$ cat src/rtl/spi_reg_bridge.sv
// spi_reg_bridge: command/register layer sitting behind the 8-bit mode-0 spi
// peripheral. Each CS-framed transfer becomes one of: a burst write into the
// configuration bank, a burst read of the configuration or result bank, or a
// core start pulse. Byte 0 of every frame shifts out a status byte.
module spi_reg_bridge #(
    parameter int NREGS = 16
) (
    input  logic                 clk,
    input  logic                 rst_n,
    input  logic                 CS,
    input  logic [7:0]           rx_byte,
    input  logic                 rx_byte_ready,
    output logic [7:0]           tx_byte,
    output logic [NREGS*8-1:0]   cfg_regs,
    input  logic [NREGS*8-1:0]   result_regs,
    input  logic                 core_busy,
    input  logic                 core_done,
    output logic                 core_start
);

    localparam int AW = $clog2(NREGS);
    localparam int SW = AW + 3;

    typedef enum logic [2:0] {
        IDLE,
        CMD,
        WRITE,
        READ,
        DROP
    } state_t;

    state_t          state;
    logic            cs_meta;
    logic            cs_sync;
    logic            rdy_prev;
    logic            byte_evt;
    logic [AW-1:0]   addr;
    logic            bank;
    logic            err;
    logic [SW-1:0]   sel;
    logic            cmd_w;
    logic            cmd_s;
    logic            cmd_b;
    logic            cmd_r;
    logic            is_start;
    logic            is_write;
    logic            is_read;

    // Bit offset of the addressed byte within a bank vector.
    assign sel = {addr, 3'b000};

    // Command byte fields and the three legal command shapes.
    assign cmd_w    = rx_byte[7];
    assign cmd_s    = rx_byte[6];
    assign cmd_b    = rx_byte[5];
    assign cmd_r    = rx_byte[4];
    assign is_start = cmd_s & ~cmd_w & ~cmd_b & ~cmd_r;
    assign is_write = cmd_w & ~cmd_s & ~cmd_b & ~cmd_r;
    assign is_read  = ~cmd_w & ~cmd_s & ~cmd_r;

    // Two-flop CS synchronizer, left unreset so that a CS already low at reset
    // release is seen immediately and the frame starts on the next cycle.
    always_ff @(posedge clk) begin
        cs_meta <= CS;
        cs_sync <= cs_meta;
    end

    // Registered rising-edge detector on rx_byte_ready; runs in every state so a
    // level left high from the previous frame never looks like a new byte.
    always_ff @(posedge clk or negedge rst_n) begin
        if (!rst_n) begin
            rdy_prev <= 1'b0;
            byte_evt <= 1'b0;
        end else begin
            rdy_prev <= rx_byte_ready;
            byte_evt <= rx_byte_ready & ~rdy_prev;
        end
    end

    // Frame state machine with registered tx_byte, register bank and start pulse.
    always_ff @(posedge clk or negedge rst_n) begin
        if (!rst_n) begin
            state      <= IDLE;
            addr       <= '0;
            bank       <= 1'b0;
            err        <= 1'b0;
            core_start <= 1'b0;
            cfg_regs   <= '0;
            tx_byte    <= 8'h00;
        end else begin
            core_start <= 1'b0;

            case (state)
                IDLE, CMD: tx_byte <= {core_busy, core_done, 5'b00000, err};
                READ:      tx_byte <= bank ? result_regs[sel +: 8] : cfg_regs[sel +: 8];
                default:   tx_byte <= 8'h00;
            endcase

            if (cs_sync) begin
                state <= IDLE;
            end else begin
                case (state)
                    IDLE: begin
                        state <= CMD;
                    end
                    CMD: begin
                        if (byte_evt) begin
                            err <= 1'b0;
                            if (is_start) begin
                                if (!core_busy) begin
                                    core_start <= 1'b1;
                                end else begin
                                    err <= 1'b1;
                                end
                                state <= DROP;
                            end else if (is_write) begin
                                addr  <= rx_byte[AW-1:0];
                                state <= WRITE;
                            end else if (is_read) begin
                                addr  <= rx_byte[AW-1:0];
                                bank  <= cmd_b;
                                state <= READ;
                            end else begin
                                err   <= 1'b1;
                                state <= DROP;
                            end
                        end
                    end
                    WRITE: begin
                        if (byte_evt) begin
                            cfg_regs[sel +: 8] <= rx_byte;
                            addr               <= addr + 1'b1;
                        end
                    end
                    READ: begin
                        if (byte_evt) begin
                            addr <= addr + 1'b1;
                        end
                    end
                    DROP: begin
                    end
                    default: begin
                        state <= IDLE;
                    end
                endcase
            end
        end
    end

endmodule

$ cat config.mk
export PLATFORM = sky130hd
export DESIGN_NAME = spi_reg_bridge
export DESIGN_NICKNAME = d
export VERILOG_FILES = /design/src/rtl/spi_reg_bridge.sv
export SDC_FILE = /design/constraint.sdc
export NUM_CORES = 1
export LEC_CHECK = 0
export ABC_CLOCK_PERIOD_IN_PS = 6900
export BUFFER_PORTS_ARGS = -buffer_cell sky130_fd_sc_hd__buf_2
export CAP_MARGIN = 5
export CORE_MARGIN = 2
export CORE_UTILIZATION = 35
export CTS_CLUSTER_DIAMETER = 150
export DETAILED_ROUTE_END_ITERATION = 8
export GPL_ROUTABILITY_DRIVEN = 0
export HOLD_SLACK_MARGIN = 0.02
export MAX_ROUTING_LAYER = met4
export PLACE_DENSITY_LB_ADDON = 0.3
export SLEW_MARGIN = 20
export SYNTH_ARGS = -nofsm -noshare
export SYNTH_HDL_FRONTEND = slang
export SYNTH_SLANG_ARGS = --single-unit
$ cat constraint.sdc
create_clock -name clk -period 6.9 [get_ports clk]
set_input_delay 0.345 -clock clk [delete_from_list [all_inputs] [get_ports clk]]
set_output_delay 0.345 -clock clk [all_outputs]
set_load 0.005 [all_outputs]
* After elaboration in Yosys (flattened, before gate mapping)
Cells that the tools add are included.
** Storage, ports and cells
- Register bits after elaboration :: 150
- Bits in latches :: 0
- RAM bits :: 0
- Bits in read-only memories :: 0
- Output and inout port bits :: 137
- Word-level logic and storage cells :: 78
- Memories :: 0
** Cells by class
- Add/sub/neg operators :: 2
- Multiply operators :: 0
- Div/mod/pow operators :: 0
- Order comparisons :: 0
- Equality and inequality tests :: 10
- Shifts and indexed selects :: 4
- Multiplexer cells :: 24
- Bitwise gates (word level) :: 17
- Reductions and logical operators :: 10
** Operator list (count)
- $shiftx A128 B8 Y8 :: 2
- $bwmux W128 :: 1
- $shift A8 B9 Y128 const A :: 1
- $shiftx A8 B9 Y128 :: 1
- $mux W4 :: 5
- $pmux W8 S2 :: 1
- $mux W3 :: 5
- $reduce_and A6 Y1 :: 2
- $and A1 B1 Y1 :: 9
- $mux W1 :: 9
- $neg A7 Y9 :: 1
- $pmux W3 S3 :: 1
- $mux W8 :: 1
- $not A1 Y1 :: 8
- $pmux W4 S2 :: 1
- $eq A3 B2 Y1 const B :: 2
- $ne A3 B3 Y1 const B :: 2
- $reduce_and A3 Y1 :: 2
- $add A4 B1 Y4 const B :: 1
- $ne A2 B1 Y1 const B :: 2
- $ne A2 B2 Y1 const B :: 2
- $reduce_or A2 Y1 :: 2
- $eq A3 B1 Y1 const B :: 1
- $eq A3 B3 Y1 const B :: 1
- other kinds (4) :: 4

* Logic depth before layout (Yosys ltp)
- Word-level depth :: 9
- Gate-level depth with buffers :: 9

* Worst setup path before layout
No wires, ideal clock.
- Path kind :: register to register
- Start :: register addr[1]
- End :: register cfg_regs[104]
- Library setup time :: 0.125 ns
- Data arrival time :: 2.655 ns
- Path slack :: 4.120 ns
- Stages on the path, launching flop included :: 10
- Clock period less this slack :: 2.780 ns
- Cells stage by stage :: dfrtp_1 -> buf_2 -> clkinv_1 -> clkbuf_1 -> ha_1 -> nand3b_1 -> a2111oi_4 -> and3_1 -> buf_2 -> mux2_2
** Between the ends
- Longest elaborated chain between the ends :: 3
- Elaborated cells on any way between the ends :: 4
- Those cells by class :: 1 x add/sub; 2 x shift; 1 x mux
** RTL lines
- start: declaration :: RTL line 37 : logic [AW-1:0] addr;
- start signal: assignment :: RTL line 117 : addr <= rx_byte[AW-1:0];
- start signal: assignment :: RTL line 120 : addr <= rx_byte[AW-1:0];
- start signal: assignment :: RTL line 132 : addr <= addr + 1'b1;
- $neg A7 Y9 (*) :: RTL line 131 : cfg_regs[sel +: 8] <= rx_byte;
- $shiftx A8 B9 Y128 / $shift A8 B9 Y128 (equally long branches) :: RTL line 131
- $bwmux W128 (*) :: RTL line 131
- end signal: indexed assignment :: RTL line 131
- end: declaration :: RTL line 14 : output logic [NREGS*8-1:0] cfg_regs,
Every way passes the cells marked *; elsewhere a longest branch is shown, timed or not.
A chain may end at the register's enable or synchronous reset.

* Worst setup path after layout
- Start :: register addr[1]
- End :: register cfg_regs[43]
The elaborated chain is that of the path after synthesis.

==> results.yml <==
status:
  status: "completed"
drt:
  wl_met3_um: 2100
  top_layer_used: "met4"
  drc: 0
  num_vias: 7024
  ant_nets: 0
  wl_met1_um: 13200
  first_iter_violations: 564
  routed_wl_um: 30800
  avgRoutedWirePerCell_um: 24.1
  avgViaCountPerCell: 5.51
  dr.pass1.iters: 5
  wl_met2_um: 14500
yosys:
  synth-simple-area-share: 0.106
  synth_fa_ha_area_frac: 0.00731
  synthesis.area_um2: 8550
  seq_area_frac_synth: 0.438
  synth_area_leader_cell: "dfrtp_1"
  synth_xor_xnor_area_share: 0.00600
  synth_seq_cells: 150
  ys_async_sr_fraction: 0.987
  synthCells: 692
  synth_edf_count: 0
  synth.avg_cell_area_um2: 12.4
  ys_warn_count: 0
  synthMuxAreaShare: 0.329
  synth_area_leaders: "dfrtp_1 (43%), mux2_2 (18%), mux4_2 (11%)"
  ys_types: 60
  netlist.area_leader.share: 0.433
  syn_nets: 839
  synth_top_family_by_area: "multiplexers"
  synth_compound_area_frac: 0.0748
  ys.flop_type: "dfrtp_1"
critical_path:
  crit_required_ns: 7.20
  crit_path_max_incr_delay_ns: 0.92
  reg2reg_setup_slack_ns: 2.76
  crit_arrival_ns: 4.45
  end_kind: "flop"
  critical_path_class: "reg2reg"
  critPathTopFamily: "flip-flops"
  crit_fanout: 28
  cp_cell_sequence: "clkinv_1 -> ha_1 -> xnor2_1 -> nor2_1 -> and2_1 -> mux2_2"
  path_depth: 6
  reg2reg_to: "cfg_regs[43]"
  critPathSlowestCell: "dfrtp_1"
  path_buf_inv: 1
  reg2reg_depth: 6
  r2r-start: "addr[1]"
  start_kind: "flop"
placed_design:
  dpl.hpwl_um: 23000
  placement.io_buffers: 278
  placed_area_um2: 10100
  place_ws_ns: 2.79
clock_tree:
  cts_tree: "done"
  clock_path_buffers: 2
  clkTransAtPathRegs_ns: 0.06
  htree_levels: 4
  cts_sinks: 150
  cts_buffers: 17
  clk_latency_ns: 0.42
  cts-resized-gates: 0
  cts_root_buf: "clkbuf_16"
  cts_setup_buffers: 0
sta:
  setup_tns_ns: 0
  maxSlewViolCount: 0
  tightest_slew_ns: 1.01
  skew_ns: 0.0101
  max_slew_margin: 0.325
  setup_viol: 0
  fin_crit_sh: 0.600
  setup_ws_ns: 2.76
  max_freq_mhz: 242
  post-route-min-period_ns: 4.14
  hold_viol: 0
  rsz0062_at_grt: "false"
  holdWs_ns: 0.0429
power:
  p_per_area_nw_per_um2: 232
  ir_drop_v: 0.000107
  p_leak_nw: 5.24
layout:
  final_area_um2: 10700
  syn_to_final_growth_pct: 25.1
  diodes: 0
  fin_nets: 1085
  final_layout_size_suffix_gt1_frac: 0.531
  fin_util: 0.442
flow_run:
  maxCapViolCount: 0
hold_path:
  hold_path.class: "in2reg"
  holdPathStages: 1
  whs_endpoint: "cs_meta"
  hp-start: "CS"
grt:
  grt.overflow.total: 0
  grt_pass1_vias: 6940
  gr-usage-all-layers: 0.244
  grt_pass1_wl_um: 44400
  antenna_found_initial: 1
  grt_max_degree: 81
floorplanning:
  fp-row-count: 57
  die_h_um: 160
  start_util: 0.354
  ios: 279
  core_um2: 24200
  die_area_um2: 25700
  die_w_um: 160
repair_timing:
item,4_1_cts,5_1_grt
setup endpoints to repair,0,0
hold endpoints to repair,68,0
hold buffers,1,0
placed cells by master, fill, tap and decap left out, drive strengths merged, types with 4 or more instances in the layout:
| master | n |
|---|---|
| nor2b | 16 |
| a211oi | 11 |
| o311a | 4 |
| nand2 | 30 |
| o22ai | 11 |
| mux4 | 40 |
| a2bb2oi | 4 |
| nand2b | 8 |
| clkinvlp | 5 |
| a21oi | 12 |
| and2 | 24 |
| o221a | 7 |
| nand3 | 8 |
| clkbuf | 20 |
| xnor2 | 4 |
| and3 | 22 |
| nor2 | 30 |
| buf | 283 |
| mux2i | 37 |
| mux2 | 137 |
| nor3 | 12 |
| clkinv | 7 |
| ha | 5 |
| inv | 13 |
| o21ai | 4 |
| dfrtp | 148 |
synthesized netlist by cell type (all sizes together), types with 2 or more instances:
master	instances
a21oi	12
mux2i	37
dfrtp	148
xnor2	4
o311a	4
a2111oi	3
nand3	8
ha	5
mux2	137
nand2	30
a2bb2oi	4
and3	22
o221a	7
o211ai	2
nand3b	2
nor2	30
a221oi	2
o22ai	11
inv	12
or3	2
o2111ai	3
nor4	3
a31oi	2
nand2b	8
o21ai	4
clkbuf	22
dfxtp	2
mux4	40
and2	24
buf	35
nor2b	16
clkinv	2
a211o	3
o22a	3
or3b	2
o41ai	2
nand4	3
nor3	12
a211oi	11
power breakdown:
part / switching (W) / leakage [nW] / internal [W] / total [W]
logic: 0.000388 / 3.02 / 0.000257 / 0.000645
registers: 0.0000449 / 1.96 / 0.000903 / 0.000948
clock network: 0.000379 / 0.258 / 0.000504 / 0.000884
total: 0.000812 / 5.24 / 0.00166 / 0.00248
registers in the layout (all words and copies together), names as in the netlist:
signal	flops
state	3
addr	4
tx_byte	8
bank	1
byte_evt	1
cs_meta	1
cs_sync	1
core_start	1
err	1
cfg_regs	128
rdy_prev	1
stage by stage:
| stage | cells | total power, W |
|---|---|---|
| final | 1275 | 0.00248 |
| after floorplan | 692 | 0.00136 |
| after global placement | 1241 | 0.00160 |
| after global routing | 1275 | 0.00257 |
| after detailed placement | 1241 | 0.00160 |
| after CTS | 1274 | 0.00248 |
cells by family (layout without fill, tap and decap cells):
family,after synthesis,count (layout)
simple gates,166,166
fa+ha+maj,5,5
buf+inv,71,330
compound gates,81,81
flops,150,150
mux,214,214
xor+xnor,5,5
how the worst max path moves through the flow:
| stage | slack (ns) | start | to |
|---|---|---|---|
| 4_1_cts | 2.77 | addr[1] | cfg_regs[43] |
| 5_1_grt | 2.53 | addr[1] | cfg_regs[111] |
| 2_1_floorplan | 4.12 | addr[1] | cfg_regs[104] |
| 3_5_place_dp | 2.79 | addr[1] | cfg_regs[43] |
| 3_3_place_gp | 2.95 | addr[1] | cfg_regs[80] |
| 6_report | 2.76 | addr[1] | cfg_regs[43] |
layer usage:
layer | vias up | track usage
met1 | 3559 | 0.321
met4 | 0 | 0.0868
met3 | 50 | 0.0511
met5 | - | -
met2 | 321 | 0.376
li1 | 3094 | -
layout make-up:
class,instances,area [um^2]
Clock buffer,20,447
Clock inverter,12,105
Fill cell,2345,13500
Inverter,14,52.6
Multi-Input combinational cell,471,4470
Sequential cell,150,3750
Tap cell,324,405
Timing Repair Buffer,284,1470
Power figures use the tool's default switching activity.
